==> src/rtl/credit_pe.sv <==
// credit_pe: credit-based flit injector with round-robin destinations and a receive-side counter path.
// Ports:
//   clk, rst (async, active-low)
//   mode/start/burst_len : TX control (00 idle, 01 continuous, 10 burst, 11 idle)
//   ci                   : one returned credit per high cycle
//   out_data/out_valid   : registered injected flit, valid for one cycle per flit
//   credit_cnt/credit_err: available credits, sticky overflow flag
//   busy/tx_count        : FSM not idle, flits sent
//   in_data/in_valid     : received flit
//   rx_last/rx_count/rx_err_cnt : last flit, flits for this node, misrouted flits (saturating)
module credit_pe #(
  parameter int DATA_W    = 20,
  parameter int ID_W      = 4,
  parameter int NODE_ID   = 4,
  parameter int NUM_NODES = 16,
  parameter int CREDITS   = 7
) (
  input  logic              clk,
  input  logic              rst,
  input  logic [1:0]        mode,
  input  logic              start,
  input  logic [7:0]        burst_len,
  input  logic              ci,
  output logic [DATA_W-1:0] out_data,
  output logic              out_valid,
  output logic [3:0]        credit_cnt,
  output logic              credit_err,
  output logic              busy,
  output logic [15:0]       tx_count,
  input  logic [DATA_W-1:0] in_data,
  input  logic              in_valid,
  output logic [DATA_W-1:0] rx_last,
  output logic [15:0]       rx_count,
  output logic [7:0]        rx_err_cnt
);
  localparam int SEQ_W = DATA_W - 2 * ID_W;
  localparam logic [ID_W-1:0] MY_ID = ID_W'(NODE_ID);
  localparam logic [ID_W-1:0] DEST0 = ID_W'((NODE_ID + 1) % NUM_NODES);
  localparam logic [3:0] CRED_MAX = 4'(CREDITS);
  typedef enum logic [1:0] {IDLE, CONT, BURST} state_t;
  state_t r_state, w_next;
  logic [ID_W-1:0]   r_dest;
  logic [SEQ_W-1:0]  r_seq;
  logic [7:0]        r_rem;
  logic [3:0]        r_credit;
  logic              r_credit_err;
  logic [DATA_W-1:0] r_out_data;
  logic              r_out_valid;
  logic [15:0]       r_tx_count;
  logic [DATA_W-1:0] r_rx_last;
  logic [15:0]       r_rx_count;
  logic [7:0]        r_rx_err_cnt;
  logic              w_send;
  logic              w_load;
  logic [DATA_W-1:0] w_flit;
  logic              w_rx_mine;
  // Next destination modulo NUM_NODES, never addressing this node itself.
  function automatic logic [ID_W-1:0] adv(input logic [ID_W-1:0] d);
    logic [ID_W:0] n;
    n = {1'b0, d} + 1'b1;
    if (n >= (ID_W+1)'(NUM_NODES)) n = '0;
    if (n[ID_W-1:0] == MY_ID) n = n + 1'b1;
    if (n >= (ID_W+1)'(NUM_NODES)) n = '0;
    return n[ID_W-1:0];
  endfunction
  assign w_send    = (r_state != IDLE) && (r_credit != 4'd0);
  assign w_load    = (r_state == IDLE) && (mode == 2'b10) && start && (burst_len != 8'd0);
  assign w_flit    = {r_dest, MY_ID, r_seq};
  assign w_rx_mine = in_data[DATA_W-1 -: ID_W] == MY_ID;
  always_comb begin
    w_next = r_state;
    case (r_state)
      IDLE:    w_next = (mode == 2'b01) ? CONT : (w_load ? BURST : IDLE);
      CONT:    w_next = (mode != 2'b01) ? IDLE : CONT;
      BURST:   w_next = ((mode != 2'b10) || (w_send && r_rem == 8'd1)) ? IDLE : BURST;
      default: w_next = IDLE;
    endcase
  end
  always_ff @(posedge clk or negedge rst) begin
    if (!rst) begin
      r_state      <= IDLE;
      r_dest       <= DEST0;
      r_seq        <= '0;
      r_rem        <= '0;
      r_credit     <= CRED_MAX;
      r_credit_err <= 1'b0;
      r_out_data   <= '0;
      r_out_valid  <= 1'b0;
      r_tx_count   <= '0;
    end else begin
      r_state     <= w_next;
      r_out_valid <= w_send;
      if (w_load) r_rem <= burst_len;
      else if (w_send && r_state == BURST) r_rem <= r_rem - 8'd1;
      if (w_send) begin
        r_out_data <= w_flit;
        r_dest     <= adv(r_dest);
        r_seq      <= r_seq + 1'b1;
        r_tx_count <= r_tx_count + 16'd1;
      end
      // A returned credit at full capacity is dropped and flagged.
      if (w_send && !ci) r_credit <= r_credit - 4'd1;
      else if (!w_send && ci && r_credit != CRED_MAX) r_credit <= r_credit + 4'd1;
      else if (!w_send && ci) r_credit_err <= 1'b1;
    end
  end
  always_ff @(posedge clk or negedge rst) begin
    if (!rst) begin
      r_rx_last    <= '0;
      r_rx_count   <= '0;
      r_rx_err_cnt <= '0;
    end else if (in_valid) begin
      r_rx_last <= in_data;
      if (w_rx_mine) r_rx_count <= r_rx_count + 16'd1;
      else if (r_rx_err_cnt != 8'hFF) r_rx_err_cnt <= r_rx_err_cnt + 8'd1;
    end
  end
  assign out_data   = r_out_data;
  assign out_valid  = r_out_valid;
  assign credit_cnt = r_credit;
  assign credit_err = r_credit_err;
  assign busy       = r_state != IDLE;
  assign tx_count   = r_tx_count;
  assign rx_last    = r_rx_last;
  assign rx_count   = r_rx_count;
  assign rx_err_cnt = r_rx_err_cnt;
endmodule
==> config.mk <==
export PLATFORM = sky130hd
export DESIGN_NAME = credit_pe
export DESIGN_NICKNAME = d
export VERILOG_FILES = /design/src/rtl/credit_pe.sv
export SDC_FILE = /design/constraint.sdc
export NUM_CORES = 1
export LEC_CHECK = 0
export ABC_AREA = 1
export BUFFER_PORTS_ARGS = -buffer_cell sky130_fd_sc_hd__buf_2
export CORE_MARGIN = 8
export CORE_UTILIZATION = 40
export DETAILED_ROUTE_END_ITERATION = 7
export GPL_TIMING_DRIVEN = 0
export HOLD_SLACK_MARGIN = 0.03
export PLACE_DENSITY_LB_ADDON = 0.3
export RECOVER_POWER = 25
export SYNTH_ARGS = -nofsm -noshare
export SYNTH_HDL_FRONTEND = slang
export SYNTH_SLANG_ARGS = --single-unit
==> constraint.sdc <==
create_clock -name clk -period 4.67 [get_ports clk]
set_clock_uncertainty 0.05 [all_clocks]
set_input_delay 0.934 -clock clk [delete_from_list [all_inputs] [get_ports clk]]
set_output_delay 0.934 -clock clk [all_outputs]
set_load 0.005 [all_outputs]
Word-level counts from Yosys, hierarchy flattened
Index checks and enable logic that the tools add are counted.
W data, S select, Z words.

cells by class
  $add $sub $neg = 9
  magnitude comparators = 2
  eq/ne operators = 11
  mux-type cells = 14
  bitwise logic cells = 3
  reduce and logical (&&, ||, !) cells = 21

operators by type and width
  cell                     number
  $add A16 B1 Y16 const B  2
  $mux W5                  4
  $mux W8                  2
  $add A12 B1 Y12 const B  1
  $mux W4                  3
  $ge A5 B5 Y1 const B     2
  $logic_and A1 B1 Y1      9
  $add A8 B1 Y8 const B    1
  $eq A4 B3 Y1 const B     2
  $eq A8 B1 Y1 const B     1
  $ne A8 B8 Y1 const B     1
  $reduce_bool A8 Y1       1
  $sub A8 B1 Y8 const B    1
  $mux W2                  3
  $pmux W2 S3              1
  $reduce_and A3 Y1        2
  $reduce_bool A2 Y1       3
  $add A4 B1 Y5 const B    1
  $add A5 B1 Y5 const B    1
  $add A4 B1 Y4 const B    1
  $eq A2 B1 Y1 const B     2
  $eq A2 B2 Y1 const B     2
  $ne A4 B3 Y1 const B     1
  $reduce_bool A4 Y1       1
  other kinds (9)          12

storage, ports and cells
  flip-flop bits (word level) = 109
  bits of input ports = 35
  output and inout bits = 87

Depth between registers and ports, before layout
  depth in word-level cells = 9
  mapped depth = 14

Least setup slack after synthesis
Ideal clock, no wire load.

  path type = input -> register
  from = in ci
  to = reg r_credit[2] (netlist: credit_cnt[2])
  arrival = 1,759 ps
  path slack = 2,785 ps
  cell stages on the path = 13
  buffers on the path = 0
  cell sequence = inv_1 -> nand3_1 -> nand2_1 -> nand2_1 -> inv_1 -> ha_1 -> inv_1 -> nand2_1 -> inv_1 -> nand2_1 -> nand2_1 -> nand2_1 -> nand2_1

between the ends
  cells in the longest elaborated chain, start to end = 3
  elaborated cells between the ends (all ways) = 6
  those cells by class = 1 x mux; 5 x reduce/logical

ends and longest elaborated chain
  item                                                            RTL line  text
  start: declaration                                              23        input logic ci,
  $logic_not A1 Y1 / $logic_and A1 B1 Y1 (equally long branches)  102, 103
  $logic_and A1 B1 Y1 (on tied branches)                          102, 103
  $mux W4 / $reduce_bool A2 Y1 (equally long branches)            --
  end signal: assignment                                          102       if (w_send && !ci) r_credit <= r_credit - 4'd1;
  end signal: assignment                                          103       else if (!w_send && ci && r_credit != CRED_MAX) r_credit <= r_credit + 4'd1;
  end: declaration                                                45        logic [3:0] r_credit;

Several ways; a longest one is shown, not always the timed one.
A chain may end at the register's enable or synchronous reset.

Worst setup path after layout
  from = in in_data[17]
  to = reg r_rx_count[6] (netlist: rx_count[6])

between the ends
  cells in the longest elaborated chain, start to end = 2

ends and longest elaborated chain
  item                                RTL line  text
  start: declaration                  30        input logic [DATA_W-1:0] in_data,
  $eq A4 B3 Y1                        69        assign w_rx_mine = in_data[DATA_W-1 -: ID_W] == MY_ID;
  $reduce_and A2 Y1 (no source line)  --
  end signal: assignment              114       if (w_rx_mine) r_rx_count <= r_rx_count + 16'd1;
  end: declaration                    51        logic [15:0] r_rx_count;

No other way between the ends.

==> results.rst <==
.. list-table::
   :header-rows: 1

   * - Metric
     - Value
   * - Status
     - completed
   * - Global-route usage over all layers
     - 14.9%
   * - Top FF cell, synth
     - dfrtp_1
   * - Cell class contributing the biggest share of worst-path delay
     - simple AND/OR/NAND/NOR gates
   * - Clock period minus worst slack
     - 2.11 ns
   * - Cell Rows
     - 42
   * - Chip Width
     - 131 um
   * - Fraction of the yosys area taken by sequential cells
     - 51.4%
   * - Wire length of the first global-routing pass
     - 21.3 mm
   * - Arrival time reported for the critical path endpoint
     - 2.34 ns
   * - Count of antenna-violating nets left after detailed routing
     - 0
   * - GPL Wtd Cong
     - 0.810
   * - Number of hold buffers added after cts
     - 0
   * - Filler instances
     - 1,295
   * - Internal cell power
     - 0.00187 W
   * - Post-CTS setup repair buffer count
     - 0
   * - Achievable clock frequency
     - 0.473 GHz
   * - Synthesis-to-layout area growth
     - 20.4%
   * - Inserted Clock Buffers
     - 9
   * - Setup repair after global routing missed its margin
     - false
   * - Core area
     - 0.0131 mm2
   * - CP endpoint kind
     - flop
   * - Via count normalized by instance count
     - 4.66
   * - Register share of total power
     - 48.0%
   * - Clock transition at path regs
     - 0.07 ns
   * - Number of gates resized after CTS
     - 0
   * - Max-capacitance violation count
     - 0
   * - Portion of total power attributed to combinational logic
     - 26.5%
   * - Top Ports
     - 122
   * - Clock root buffer
     - clkbuf_16
   * - Ranking of synthesized cells by area
     - dfrtp_1, nand2_1, xor2_1, inv_1, nor2_1
   * - Initial core utilization
     - 40.6%
   * - Most instantiated library cell after synthesis
     - nand2_1
   * - First drt pass iteration count
     - 4
   * - Total number of nets in the final design
     - 816
   * - GRT overflow
     - 0
   * - Max-Slew Margin vs Limit
     - 50.1%
   * - Number of buffers added on ports
     - 118
   * - Mean routed wirelength per cell
     - 13.1 um
   * - Overall power consumption
     - 0.00283 W
   * - Final Hold Vio Count
     - 0
   * - Count of distinct cell types in the synthesized netlist
     - 38
   * - Power per Cell Area
     - 442 mW/mm2
   * - Sw power
     - 0.000957 W
   * - Max stage delay on crit path
     - 0.52 ns
   * - Post-Syn Area per Cell
     - 8.30 um2
   * - Via count of the first global-routing pass
     - 4,348
   * - Cell taking the most area after synthesis
     - dfrtp_1
   * - Fraction of the cycle the final worst path needs
     - 45.3%
   * - Routed wire length
     - 12.5 mm
   * - Height of the die
     - 131 um
   * - Type of the worst min-delay path
     - flop to flop
   * - DRC Markers
     - 0
   * - Uppermost metal layer occupied by signal nets
     - met4
   * - Clock tree from TritonCTS
     - yes
   * - Setup Viol. Count Final
     - 0
   * - FFs w/ async S/R, synth
     - 100%
   * - Ant diodes
     - 0
   * - Fraction of layout instances using a drive strength above 1
     - 19.3%
   * - Buffering stage count on the worst path with inverters included
     - 1
   * - Slew at the pin closest to its max-slew limit
     - 0.749 ns
   * - Clk Latency, worst-skew pair
     - 0.35 ns
   * - Post-synthesis sequential element count
     - 109
   * - Net switching share of the total power
     - 33.8%
   * - Crit-path slowest cell
     - nor2_1
   * - Number of pins exceeding their max-slew limit in the final report
     - 0
   * - Total routed wire length on the met1 layer
     - 5.86 mm
   * - Share of the synthesized area in the top cell type
     - 49.0%
   * - Met2 wire length
     - 5.77 mm
   * - TritonCTS Sinks
     - 109
   * - Clock Tree Buf Depth
     - 2
   * - Number of flops mapped to enable cells by yosys
     - 0
   * - Summed negative setup slack over all endpoints
     - 0 ns
   * - CP Max Fanout
     - 9
   * - Setup Crit Path Kind
     - input port to flop
   * - Top cell types by occurrence after synthesis
     - nand2_1, dfrtp_1, inv_1
   * - Routed vias
     - 4,444
   * - CP required
     - 4.89 ns
   * - Initial drt markers
     - 287
   * - P_leak
     - 3.28 nW
   * - Cells after synthesis
     - 640
   * - Clk network pwr share
     - 25.6%
   * - Ordered list of cells on the worst path
     - buf_2, nor2_1, nand2_1, nor2_1, nand2_1, nor3_1, xor2_1
   * - Level count of the clock H-tree
     - 3
   * - Pin count of the biggest net entering global routing
     - 57
   * - Cell Area, Synth
     - 0.00531 mm2
   * - Largest voltage drop on the vdd net
     - 242 uV
   * - Number of synthesis warnings
     - 0
   * - Sum of met3 wire segment lengths after detailed routing
     - 701 um
   * - Half-perimeter wire length after detailed placement
     - 9.35 mm
   * - Die outline area
     - 0.0172 mm2
   * - CP Launch Type
     - input port
   * - Antenna violations before repair
     - 0
-- kinds of logic (layout without fill, tap and decap cells) --
kind of cell	Yosys count	after routing	synth area share, %
other	1	3	0.0706
flip-flops	109	109	51.4
AND/OR/NAND/NOR	357	357	28.7
XOR/XNOR	42	42	6.92
buffers and inverters	75	210	5.82
AO/OA/AOI/OAI	47	47	4.97
adder cells (fa/ha/maj)	9	9	2.12
-- final timing paths --
kind	from	to	slack, ns	depth (start not counted)
max	in_data[17]	rx_count[6]	2.56	7
min	r_state[1]	r_state[0]	0.38	1
max reg2reg	credit_cnt[0]	r_seq[8]	2.58	8
min reg2reg	r_state[1]	r_state[0]	0.38	1
max in group asynchronous	rst	r_dest[2]	3.19	2
min in group asynchronous	rst	rx_err_cnt[3]	0.61	1
-- area by class of cell --
class	count	area [um2]	share of cell area, %
plain buffers	15	75.1	1.17
clock buffers	15	268	4.18
well taps	176	220	3.44
inverters	60	225	3.52
clock inverters	1	7.51	0.117
flip-flops and latches	109	2730	42.7
multi-input cells	458	2250	35.2
repair buffers	119	618	9.66
-- per-stage QoR --
| step | worst slack [ns] | util (%) | hold slack [ns] | std cells | area (um2) |
|---|---|---|---|---|---|
| 5_1_grt | 2.35 | 48.9 | 0.420 | 953 | 6400 |
| 6_report | 2.56 | 48.9 | 0.384 | 953 | 6400 |
| 2_1_floorplan | 2.79 | - | 0.359 | 642 | 5320 |
| 3_3_place_gp | 1.27 | 46.9 | 0.382 | 936 | 6130 |
| 4_1_cts | 2.55 | 49.2 | 0.386 | 953 | 6440 |
| 3_5_place_dp | 2.50 | 47.1 | 0.379 | 937 | 6160 |
-- routing by layer --
| metal | track usage [%] | vias up |
|---|---|---|
| met2 | 23.5 | 88 |
| met1 | 18.9 | 2060 |
| li1 | - | 2283 |
| met3 | 5.11 | 13 |
| met4 | 4.79 | 0 |
| met5 | 0 | - |
-- flip-flops by register name (all words and copies together), names as in the netlist --
register    cells
tx_count       16
out_data       17
out_valid       1
rx_count       16
credit_err      1
credit_cnt      4
r_state         2
r_rem           8
rx_last        20
rx_err_cnt      8
r_seq          12
r_dest          4
-- cell usage in the layout, fill, tap and decap left out, types with 2 or more instances in the layout --
| cell type | synthesis | final |
|---|---|---|
| ha_1 | 9 | 9 |
| clkbuf_8 | 0 | 2 |
| nand4_1 | 18 | 18 |
| inv_1 | 58 | 59 |
| clkbuf_1 | 5 | 13 |
| xor2_1 | 28 | 28 |
| dfstp_2 | 5 | 4 |
| dfrtp_1 | 104 | 104 |
| o21ai_1 | 3 | 3 |
| a22o_1 | 2 | 2 |
| a21oi_1 | 3 | 3 |
| conb_1 | 1 | 3 |
| nand2_1 | 217 | 218 |
| nor2_1 | 54 | 58 |
| buf_4 | 4 | 5 |
| nand2_2 | 2 | 2 |
| o211ai_1 | 2 | 2 |
| nand3_1 | 39 | 39 |
| o21ai_0 | 32 | 32 |
| nand3b_1 | 2 | 2 |
| clkbuf_16 | 0 | 9 |
| xnor2_1 | 14 | 14 |
| buf_2 | 4 | 118 |
| nor3_1 | 13 | 13 |
-- power groups by stage --
stage                     combinational [W]  sequential [W]  clock, W
after global placement             0.000762         0.00137         0
after detailed placement           0.000779         0.00137         0
after global routing               0.000888         0.00139  0.000780
final                              0.000750         0.00136  0.000723
after CTS                          0.000783         0.00135  0.000749
after floorplan                    0.000479         0.00135         0
Note: power is estimated with default switching activity, not from simulation.
